--- src/rtl/bcd_pkg.sv ---
// Shared definitions for the BCD counter: digit type and active-low
// seven-segment codes (bit 0 = segment a ... bit 6 = segment g).
package bcd_pkg;

    typedef logic [3:0] bcd_t;

    localparam logic [6:0] SEG_0     = 7'b1000000;
    localparam logic [6:0] SEG_1     = 7'b1111001;
    localparam logic [6:0] SEG_2     = 7'b0100100;
    localparam logic [6:0] SEG_3     = 7'b0110000;
    localparam logic [6:0] SEG_4     = 7'b0011001;
    localparam logic [6:0] SEG_5     = 7'b0010010;
    localparam logic [6:0] SEG_6     = 7'b0000010;
    localparam logic [6:0] SEG_7     = 7'b1111000;
    localparam logic [6:0] SEG_8     = 7'b0000000;
    localparam logic [6:0] SEG_9     = 7'b0010000;
    localparam logic [6:0] SEG_BLANK = 7'b1111111;

endpackage

--- src/rtl/seg7_bcd_decode.sv ---
// Combinational BCD digit to active-low seven-segment decoder with a
// blanking input; codes 10..15 decode to all segments off.
module seg7_bcd_decode
    import bcd_pkg::*;
(
    input  bcd_t       digit,
    input  logic       blank,
    output logic [6:0] seg
);

    always_comb begin
        seg = SEG_BLANK;
        if (!blank) begin
            case (digit)
                4'd0:    seg = SEG_0;
                4'd1:    seg = SEG_1;
                4'd2:    seg = SEG_2;
                4'd3:    seg = SEG_3;
                4'd4:    seg = SEG_4;
                4'd5:    seg = SEG_5;
                4'd6:    seg = SEG_6;
                4'd7:    seg = SEG_7;
                4'd8:    seg = SEG_8;
                4'd9:    seg = SEG_9;
                default: seg = SEG_BLANK;
            endcase
        end
    end

endmodule

--- src/rtl/bcd_tick_counter.sv ---
// Two-digit up/down BCD event counter (00..WRAP_AT) with synchronous clear,
// wrap pulse for cascading and registered seven-segment drive.
module bcd_tick_counter
    import bcd_pkg::*;
#(
    parameter int WRAP_AT    = 99,
    parameter int BLANK_LEAD = 1
) (
    input  logic       clk,
    input  logic       reset,
    input  logic       en,
    input  logic       dir,
    input  logic       clr,
    output bcd_t       ones,
    output bcd_t       tens,
    output logic       wrap_tick,
    output logic [6:0] hex0,
    output logic [6:0] hex1
);

    localparam bcd_t       WRAP_TENS = bcd_t'(WRAP_AT / 10);
    localparam bcd_t       WRAP_ONES = bcd_t'(WRAP_AT % 10);
    localparam logic [6:0] HEX1_RST  = (BLANK_LEAD != 0) ? SEG_BLANK : SEG_0;

    bcd_t       ones_next;
    bcd_t       tens_next;
    logic       wrap_next;
    logic [6:0] seg_ones;
    logic [6:0] seg_tens;
    logic       tens_blank;

    always_comb begin
        ones_next = ones;
        tens_next = tens;
        wrap_next = 1'b0;
        if (clr) begin
            ones_next = 4'd0;
            tens_next = 4'd0;
        end else if (en) begin
            if (dir) begin
                if (tens == WRAP_TENS && ones == WRAP_ONES) begin
                    ones_next = 4'd0;
                    tens_next = 4'd0;
                    wrap_next = 1'b1;
                end else if (ones == 4'd9) begin
                    ones_next = 4'd0;
                    tens_next = tens + 4'd1;
                end else begin
                    ones_next = ones + 4'd1;
                end
            end else begin
                if (tens == 4'd0 && ones == 4'd0) begin
                    ones_next = WRAP_ONES;
                    tens_next = WRAP_TENS;
                    wrap_next = 1'b1;
                end else if (ones == 4'd0) begin
                    ones_next = 4'd9;
                    tens_next = tens - 4'd1;
                end else begin
                    ones_next = ones - 4'd1;
                end
            end
        end
    end

    // Segments decode the registered count, so they trail it by one cycle.
    assign tens_blank = (BLANK_LEAD != 0) && (tens == 4'd0);

    seg7_bcd_decode u_dec_ones (
        .digit (ones),
        .blank (1'b0),
        .seg   (seg_ones)
    );

    seg7_bcd_decode u_dec_tens (
        .digit (tens),
        .blank (tens_blank),
        .seg   (seg_tens)
    );

    always_ff @(posedge clk or negedge reset) begin
        if (!reset) begin
            ones      <= 4'd0;
            tens      <= 4'd0;
            wrap_tick <= 1'b0;
            hex0      <= SEG_0;
            hex1      <= HEX1_RST;
        end else begin
            ones      <= ones_next;
            tens      <= tens_next;
            wrap_tick <= wrap_next;
            hex0      <= seg_ones;
            hex1      <= seg_tens;
        end
    end

endmodule

--- config.mk ---
export PLATFORM = sky130hd
export DESIGN_NAME = bcd_tick_counter
export DESIGN_NICKNAME = d
export VERILOG_FILES = /design/src/rtl/bcd_pkg.sv /design/src/rtl/seg7_bcd_decode.sv /design/src/rtl/bcd_tick_counter.sv
export SDC_FILE = /design/constraint.sdc
export NUM_CORES = 1
export LEC_CHECK = 0
export ABC_AREA = 0
export CAP_MARGIN = 15
export CORE_MARGIN = 1.5
export CORE_UTILIZATION = 39
export DETAILED_ROUTE_END_ITERATION = 12
export SLEW_MARGIN = 5
export SYNTH_ARGS = -nofsm -noshare
export SYNTH_HDL_FRONTEND = slang
export SYNTH_HIERARCHICAL = 1
export SYNTH_SLANG_ARGS = --single-unit
--- constraint.sdc ---
create_clock -name clk -period 2.3 [get_ports clk]
set_input_delay 0.46 -clock clk [delete_from_list [all_inputs] [get_ports clk]]
set_output_delay 0.46 -clock clk [all_outputs]
set_load 0.1 [all_outputs]
### Yosys cells after proc, flatten, opt, wreduce, memory -nomap -nowiden

Memories as Yosys holds them, arrays and structs flattened. A register that Yosys moved wholly into a read port is not among the register bits.
Cells that the tools add are included.

* multiplexer cells: 20
* reductions and logical operators: 8
* $add $sub $neg: 4
* equality and inequality tests: 3

Operator list (number)
* $mux W4: 14
* $add A4 B1 Y4 const B: 2
* $eq A4 B4 Y1 const B: 2
* $logic_not A4 Y1: 2
* $sub A4 B1 Y4 const B: 2
* $mux W7: 1
* $mux W1: 5
* $ne A4 B1 Y1 const B: 1
* $reduce_bool A4 Y1: 1
* $reduce_and A3 Y1: 1
* $logic_and A1 B1 Y1: 2
* $reduce_bool A2 Y1: 1
* $logic_not A1 Y1: 1

* bits of input ports: 5
* memories kept: 2
* register bits after elaboration: 16
* bits in read-only memories: 224

Memory list
* (name not given): words 16, width 7, rd ports 1, clocked after Yosys merged registers in 1, wr ports 0, line seg7_bcd_decode.sv:14 `case (digit)`
* (name not given): words 16, width 7, rd ports 1, clocked after Yosys merged registers in 0, wr ports 0, line seg7_bcd_decode.sv:14

### Longest topological paths before layout

Gate-level depths: netlist of run 1.

* word-level depth: 6
* mapped depth: 8
* mapped depth without buffers: 7

### Hierarchy

The synthesis of run 1 kept the hierarchy.

By module, submodules not included
* bcd_tick_counter: seq. area each 585.6 sq um, cells each 106, area each 1116.1 sq um, times used 1
* seg7_bcd_decode (u_dec_tens): seq. area each 0.0 sq um, cells each 33, area each 236.5 sq um, times used 1
* seg7_bcd_decode (u_dec_ones): seq. area each 0.0 sq um, cells each 33, area each 235.2 sq um, times used 1

### Worst setup path before layout of run 1

OpenSTA, ideal clock, no wires.

* path type: register to register
* start point: reg tens[1]
* end point: reg tens[3]
* stages on the path, launching flop included: 8
* setup slack: -240 ps
* clock period less this slack: 2540 ps
* arrival: 2447 ps
* path buffers: 0
* cells stage by stage: dfrtp_1 inv_1 ha_1 nor3b_1 nand2_1 a31oi_1 a21oi_1 o31ai_2

* word-level cells in the longest chain between the ends: 6

Ends and longest elaborated chain
* from (decl): line bcd_tick_counter.sv:15 `output bcd_t tens,`
* from (signal assigned): line bcd_tick_counter.sv:90 `tens <= tens_next;`
* $logic_not A4 Y1 (*)
* net tens_blank: line bcd_tick_counter.sv:30 `logic tens_blank;`
* $logic_and A1 B1 Y1 (*): line bcd_tick_counter.sv:52 `if (tens == 4'd0 && ones == 4'd0) begin`
* $mux W4: line bcd_tick_counter.sv:52
* $mux W4: line bcd_tick_counter.sv:40 `if (dir) begin`
* $mux W4: line bcd_tick_counter.sv:39 `end else if (en) begin`
* $mux W4: line bcd_tick_counter.sv:36 `if (clr) begin`

Mark *: on every way through the listed nets, which the timed path passes. The rest lies on a longest branch. The select of a mux whose other input is x is not followed.
A chain may end at the register's enable or synchronous reset.

### Worst setup path in the final report of run 1

* start point: reg ones[0]
* end point: reg tens[3]

* word-level cells in the longest chain between the ends: 6

Ends and longest elaborated chain
* from (decl): line bcd_tick_counter.sv:14 `output bcd_t ones,`
* from (signal assigned): line bcd_tick_counter.sv:89 `ones <= ones_next;`
* $eq A4 B4 Y1 / $logic_not A4 Y1 (equally long branches)
* $logic_and A1 B1 Y1, on equally long branches: line bcd_tick_counter.sv:41, bcd_tick_counter.sv:52
* $mux W4, on equally long branches: line bcd_tick_counter.sv:41, bcd_tick_counter.sv:52
* $mux W4: line bcd_tick_counter.sv:40
* $mux W4: line bcd_tick_counter.sv:39
* $mux W4: line bcd_tick_counter.sv:36

Parallel ways exist; a longest one is shown, timed or not. The select of a mux whose other input is x is not followed.

==> results of run 1 <==
## routing by layer
| metal | wire length [um] | track usage | vias up |
|---|---|---|---|
| li1 | - | - | 686 |
| met1 | 1500 | 0.195 | 654 |
| met2 | 1680 | 0.281 | 26 |
| met3 | 93 | 0.0169 | 6 |
| met4 | 57 | 0.0765 | 0 |
| met5 | 0 | 0 | - |
## critical path, delay by kind of cell (launching register included)
family | cells | cell delay (ps)
buffers and inverters | 1 | 120
AO/OA/AOI/OAI | 2 | 280
flip-flops | 1 | 460
AND/OR/NAND/NOR | 3 | 840
adder cells (fa/ha/maj) | 1 | 200
## report_power, final
group | switching, W | internal (W)
Clock | 0.000124 | 0.000123
Sequential | 0.0000959 | 0.000562
Combinational | 0.00126 | 0.000473
## metrics by stage
step	setup WS [ps]	total power [W]	std cells	hold WS (ps)
final	288	0.00263	266	547
after detailed placement	82.4	0.00240	262	734
after floorplan	2.46	0.00199	178	164
after CTS	274	0.00265	266	557
after global placement	158	0.00237	262	719
after global routing	146	0.00277	266	564
## cells in the final DEF, fill, tap and decap left out, types with 2 or more instances in the layout
cell type / instances
clkdlybuf4s50_1: 4
conb_1: 7
nand3b_1: 2
nor3_2: 3
o21ai_0: 13
buf_4: 32
o21ai_1: 3
a31oi_1: 2
o22ai_1: 2
clkbuf_8: 3
nor3_1: 4
a21oi_1: 16
nor3b_2: 4
nand2b_1: 6
nor2b_1: 5
buf_12: 4
ha_1: 17
dfstp_2: 8
nand2b_4: 2
inv_1: 11
o21bai_1: 2
nand2_1: 10
xor2_1: 3
dfrtp_1: 13
nor2_1: 16
o31ai_2: 2
dfrtp_2: 2
## sequential cells by signal (all words and copies together), names as in the netlist
name / flops
tens: 4
ones: 4
wrap_tick: 1
hex1: 7
hex0: 7
## layout make-up
type,instances,share of cell area
Tap cell,50,0.0307
Multi-Input combinational cell,138,0.462
Sequential cell,23,0.288
Inverter,11,0.0202
Timing Repair Buffer,40,0.177
Clock buffer,4,0.0221
## cell usage after synthesis, types with 4 or more instances
cell type / n
a21oi_1: 16
dfrtp_1: 15
dfstp_2: 8
ha_1: 17
inv_1: 11
nand2_1: 10
nand2b_1: 6
nor2_1: 16
nor2b_1: 5
nor3_1: 4
o21ai_0: 13
## how the worst min path moves through the flow
stage,endpoint,slack (ps),cells past startpoint
after floorplan,hex0[0]$_DFF_PN0_,160,0
after global placement,tens[0]$_DFFE_PN0P_,720,2
after detailed placement,tens[3]$_DFFE_PN0P_,730,2
after CTS,hex0[2]$_DFF_PN0_,560,2
after global routing,hex0[2]$_DFF_PN0_,560,2
final,hex0[2]$_DFF_PN0_,550,2
## kinds of logic (layout without fill, tap and decap cells)
logic type | Yosys count | in the layout | share of synthesized area
buffers and inverters | 17 | 55 | 0.0552
AO/OA/AOI/OAI | 49 | 49 | 0.190
other | 1 | 7 | 0.00236
AND/OR/NAND/NOR | 62 | 62 | 0.233
flip-flops | 23 | 23 | 0.369
adder cells (fa/ha/maj) | 17 | 17 | 0.134
XOR/XNOR | 3 | 3 | 0.0166
==> reports/qor.yml, run 1 <==
setup.worst_path.class: "register to register"
hold_buffers: 0
nFillCells: 366
crit_chain: "inv_1, ha_1, nor3b_2, nor3_1, or3_1, o21ai_2, o31ai_2"
grt_overflow_total: 0
syn_avg_cell_area_um2: 9.23
max_slew_margin: 0.581
grt_pass1_vias: 1264
cpMaxStageDelayCell: "or3_1"
antenna_cells: 0
multi_input_area_um2: 942
grt_setup_unrepaired: "false"
start_util: 0.403
netlist-cell-type-count: 45
drt_first_pass_iters: 4
drv_cap: 0
p_leak_nw: 0.913
synth.top_cell.area_share: 0.236
cp.required_ps: 2450
worstMarginPinSlew_ps: 629
path_clk_slew_ps: 80
setup.worst_path.start_class: "register"
ir_worst_vdd_v: 0.000484
grt_usage: 0.160
die_y_um: 66.8
port_buffers: 27
antenna_found_initial: 0
crit_path_end_kind: "register"
area_growth_pct: 28.4
finalSetupTns_ps: 0
synth-edff-count: 0
crit_path_max_fanout: 8
cp_data_arrival_time_ps: 2160
final_area_um2: 2040
synth_seq_cells: 23
layout-drive-gt1-share: 0.296
numCtsBuffers: 3
crit_path_end: "tens[3]$_DFFE_PN0P_"
dieArea_um2: 4460
layout.nets: 239
netlist_area_um2: 1590
r2r-end: "tens[3]$_DFFE_PN0P_"
slowest_delay_ps: 500
clock_latency_ps: 260
place_hpwl_mm: 2.57
rr_worst_depth: 7
place_congestion: 0.912
wire_per_inst_um: 12.5
rows: 23
reg2reg_from: "ones[0]$_DFFE_PN0P_"
timing.fmax_ghz: 0.497
seq_area_frac_synth: 0.369
fin_util: 0.517
postRouteAntennaNets: 0
regArea_um2: 588
synth_top_area_cell: "dfrtp_1"
async_flop_share: 1.00
finalSetupViolCount: 0
maxSlewViolCount: 0
placed_cell_area_um2: 1990
wirelength_mm: 3.33
finClkSkew_ps: 2.32
synth_cells: 172
num_io_pins: 28
grt_max_degree: 24
cts_buffer_depth: 2
design.core.area_um2: 3940
regToRegSetupSlack_ps: 290
h-tree-depth: 1
cts_tree: "built"
root_buffer: "clkbuf_8"
startpoint: "ones[0]$_DFFE_PN0P_"
min_period_ps: 2010
timing.final.crit_share: 0.875
synth_area_leaders: "dfrtp_1 (24%), ha_1 (13%), dfstp_2 (13%)"
synthFlopType: "dfrtp_1"
powerDensity_nw_per_um2: 1290
drt_iter0_markers: 51
finalHoldViolCount: 0
post-route-drc-count: 0
die_width_um: 66.8
min_path_type: "input pin to async pin"
vias_per_cell: 5.16
cts_setup_buffers: 0
ctsResizeCount: 0
routed-via-count: 1372
synth_warnings: 6
grt_pass1_wl_mm: 5.50
status: "finished clean"
cts_sinks: 23
Power figures use the tool's default switching activity.
==> run 2, diff against run 1 <==
Clock period 2.3 ns to 2.5 ns, I/O delays scaled along.
==> run 2 against run 1 <==
  * Critical path depth did not move
  * Final cell count fell by 1.9%
  * Count of clock-buffer cells in the layout did not move
  * Sequential share of layout area rose by 1.3 points
  * Global-route usage fell by 0.60 points
  * Power fell by 11%
  * Register-to-register slack improved by 70 ps
  * Utilization fell by 2.2 points
  * Worst hold slack improved by 48 ps
  * Sequential power fell by 5.2%
  * Critical path type unchanged
==> reports/qor.yml, run 2 (same netlist as run 1, synthesis figures left out) <==
ir_worst_vdd_v: 0.000427
cp_data_arrival_time_ps: 2280
grt_setup_unrepaired: "false"
top_regs: "hex0 (7), hex1 (7)"
setup.worst_path.class: "register to register"
powerDensity_nw_per_um2: 1190
layout.nets: 234
holdWs_ps: 595
final_common_cell: "buf_4"
postRouteAntennaNets: 0
antenna_found_initial: 0
min_path_type: "input pin to async pin"
design.core.area_um2: 3940
finalSetupTns_ps: 0
fin_util: 0.495
maxSlewViolCount: 0
final_area_um2: 1950
drv_cap: 0
antenna_cells: 0
drt_iter0_markers: 30
finClkSkew_ps: 1.52
drt_first_pass_iters: 4
crit_path_max_fanout: 12
cts_sinks: 23
finalHoldViolCount: 0
post-route-drc-count: 0
cts_tree: "built"
h-tree-depth: 1
path_clk_slew_ps: 80
pre_cts_slack_ps: 296
multi_input_area_um2: 942
slowest_delay_ps: 510
wirelength_mm: 3.05
status: "finished clean"
hold_buffers: 0
rows: 23
numCtsBuffers: 3
dieArea_um2: 4460
cp.required_ps: 2640
finalSetupViolCount: 0
ctsResizeCount: 0
grt_max_degree: 24
wire_per_inst_um: 11.7
layout-drive-gt1-share: 0.280
timing.final.crit_share: 0.858
vias_per_cell: 4.93
crit_chain: "inv_1, ha_1, nor3b_2, nor3_1, or3_1, o21ai_2, o31ai_2"
worstMarginPinSlew_ps: 597
max_slew_margin: 0.602
mostFrequentLayoutCells: "buf_4 (31), ha_1 (17), nor2_1 (16), a21oi_1 (16)"
cts_setup_buffers: 0
p_leak_nw: 0.875
die_y_um: 66.8
nFillCells: 358
cts_buffer_depth: 2
root_buffer: "clkbuf_8"
area_growth_pct: 22.9
placed_cell_area_um2: 1910
grt_pass1_vias: 1232
start_util: 0.403
num_io_pins: 28
die_width_um: 66.8
cpMaxStageDelayCell: "or3_1"
clock_latency_ps: 250
routed-via-count: 1286
setup.worst_path.start_class: "register"
crit_path_end_kind: "register"
worst_slack_ps: 355
grt_overflow_total: 0
place_congestion: 0.940
regArea_um2: 588
grt_usage: 0.154
place_hpwl_mm: 2.33
timing.fmax_ghz: 0.466
min_period_ps: 2140
grt_pass1_wl_mm: 5.36
port_buffers: 27
run 2: changes by cell type in the layout (fill, tap and decap cells not counted), sizes merged:
cell	delta
buf	-5
run 2: area by class of cell:
cell class | count | area share
Timing Repair Buffer | 35 | 0.140
Tap cell | 50 | 0.0321
Clock buffer | 4 | 0.0231
Multi-Input combinational cell | 138 | 0.483
Sequential cell | 23 | 0.301
Inverter | 11 | 0.0212
run 2: worst paths after layout:
check | startpoint | endpoint | slack (ps) | depth (start not counted)
worst max-delay path | ones[0]$_DFFE_PN0P_ | tens[3]$_DFFE_PN0P_ | 360 | 7
worst min-delay path | reset | hex0[4]$_DFF_PN0_ | 590 | 2
worst max register to register | ones[0]$_DFFE_PN0P_ | tens[3]$_DFFE_PN0P_ | 360 | 7
worst min register to register | ones[1]$_DFFE_PN0P_ | ones[1]$_DFFE_PN0P_ | 700 | 2
max in group asynchronous | reset | hex0[6]$_DFF_PN1_ | 1630 | 2
min in group clk | ones[1]$_DFFE_PN0P_ | ones[1]$_DFFE_PN0P_ | 700 | 2
run 2: metrics by stage:
stage / power, W / cells
CTS: 0.00234 / 261
floorplan: 0.00183 / 178
detailed placement: 0.00212 / 257
global placement: 0.00211 / 257
finish: 0.00233 / 261
global route: 0.00248 / 261
run 2: critical path: cells and delay by family (launching register included):
| kind | cells | cell delay [ps] |
|---|---|---|
| and+or+nand+nor | 3 | 940 |
| adders and majority gates | 1 | 200 |
| buffers and inverters | 1 | 130 |
| AOI/OAI and AO/OA | 2 | 260 |
| DFF | 1 | 490 |
run 2: per-layer routing:
metal  GRT usage  routed length [um]  share of wire
met1       0.205                1410           0.46
met2       0.254                1490           0.49
met3      0.0152                 104          0.034
met4      0.0689                  46          0.015
met5           0                   0              0
run 2: report_power, final:
group          internal [W]  switching, W
combinational      0.000376       0.00111
sequential         0.000516      0.000107
clock              0.000113      0.000107
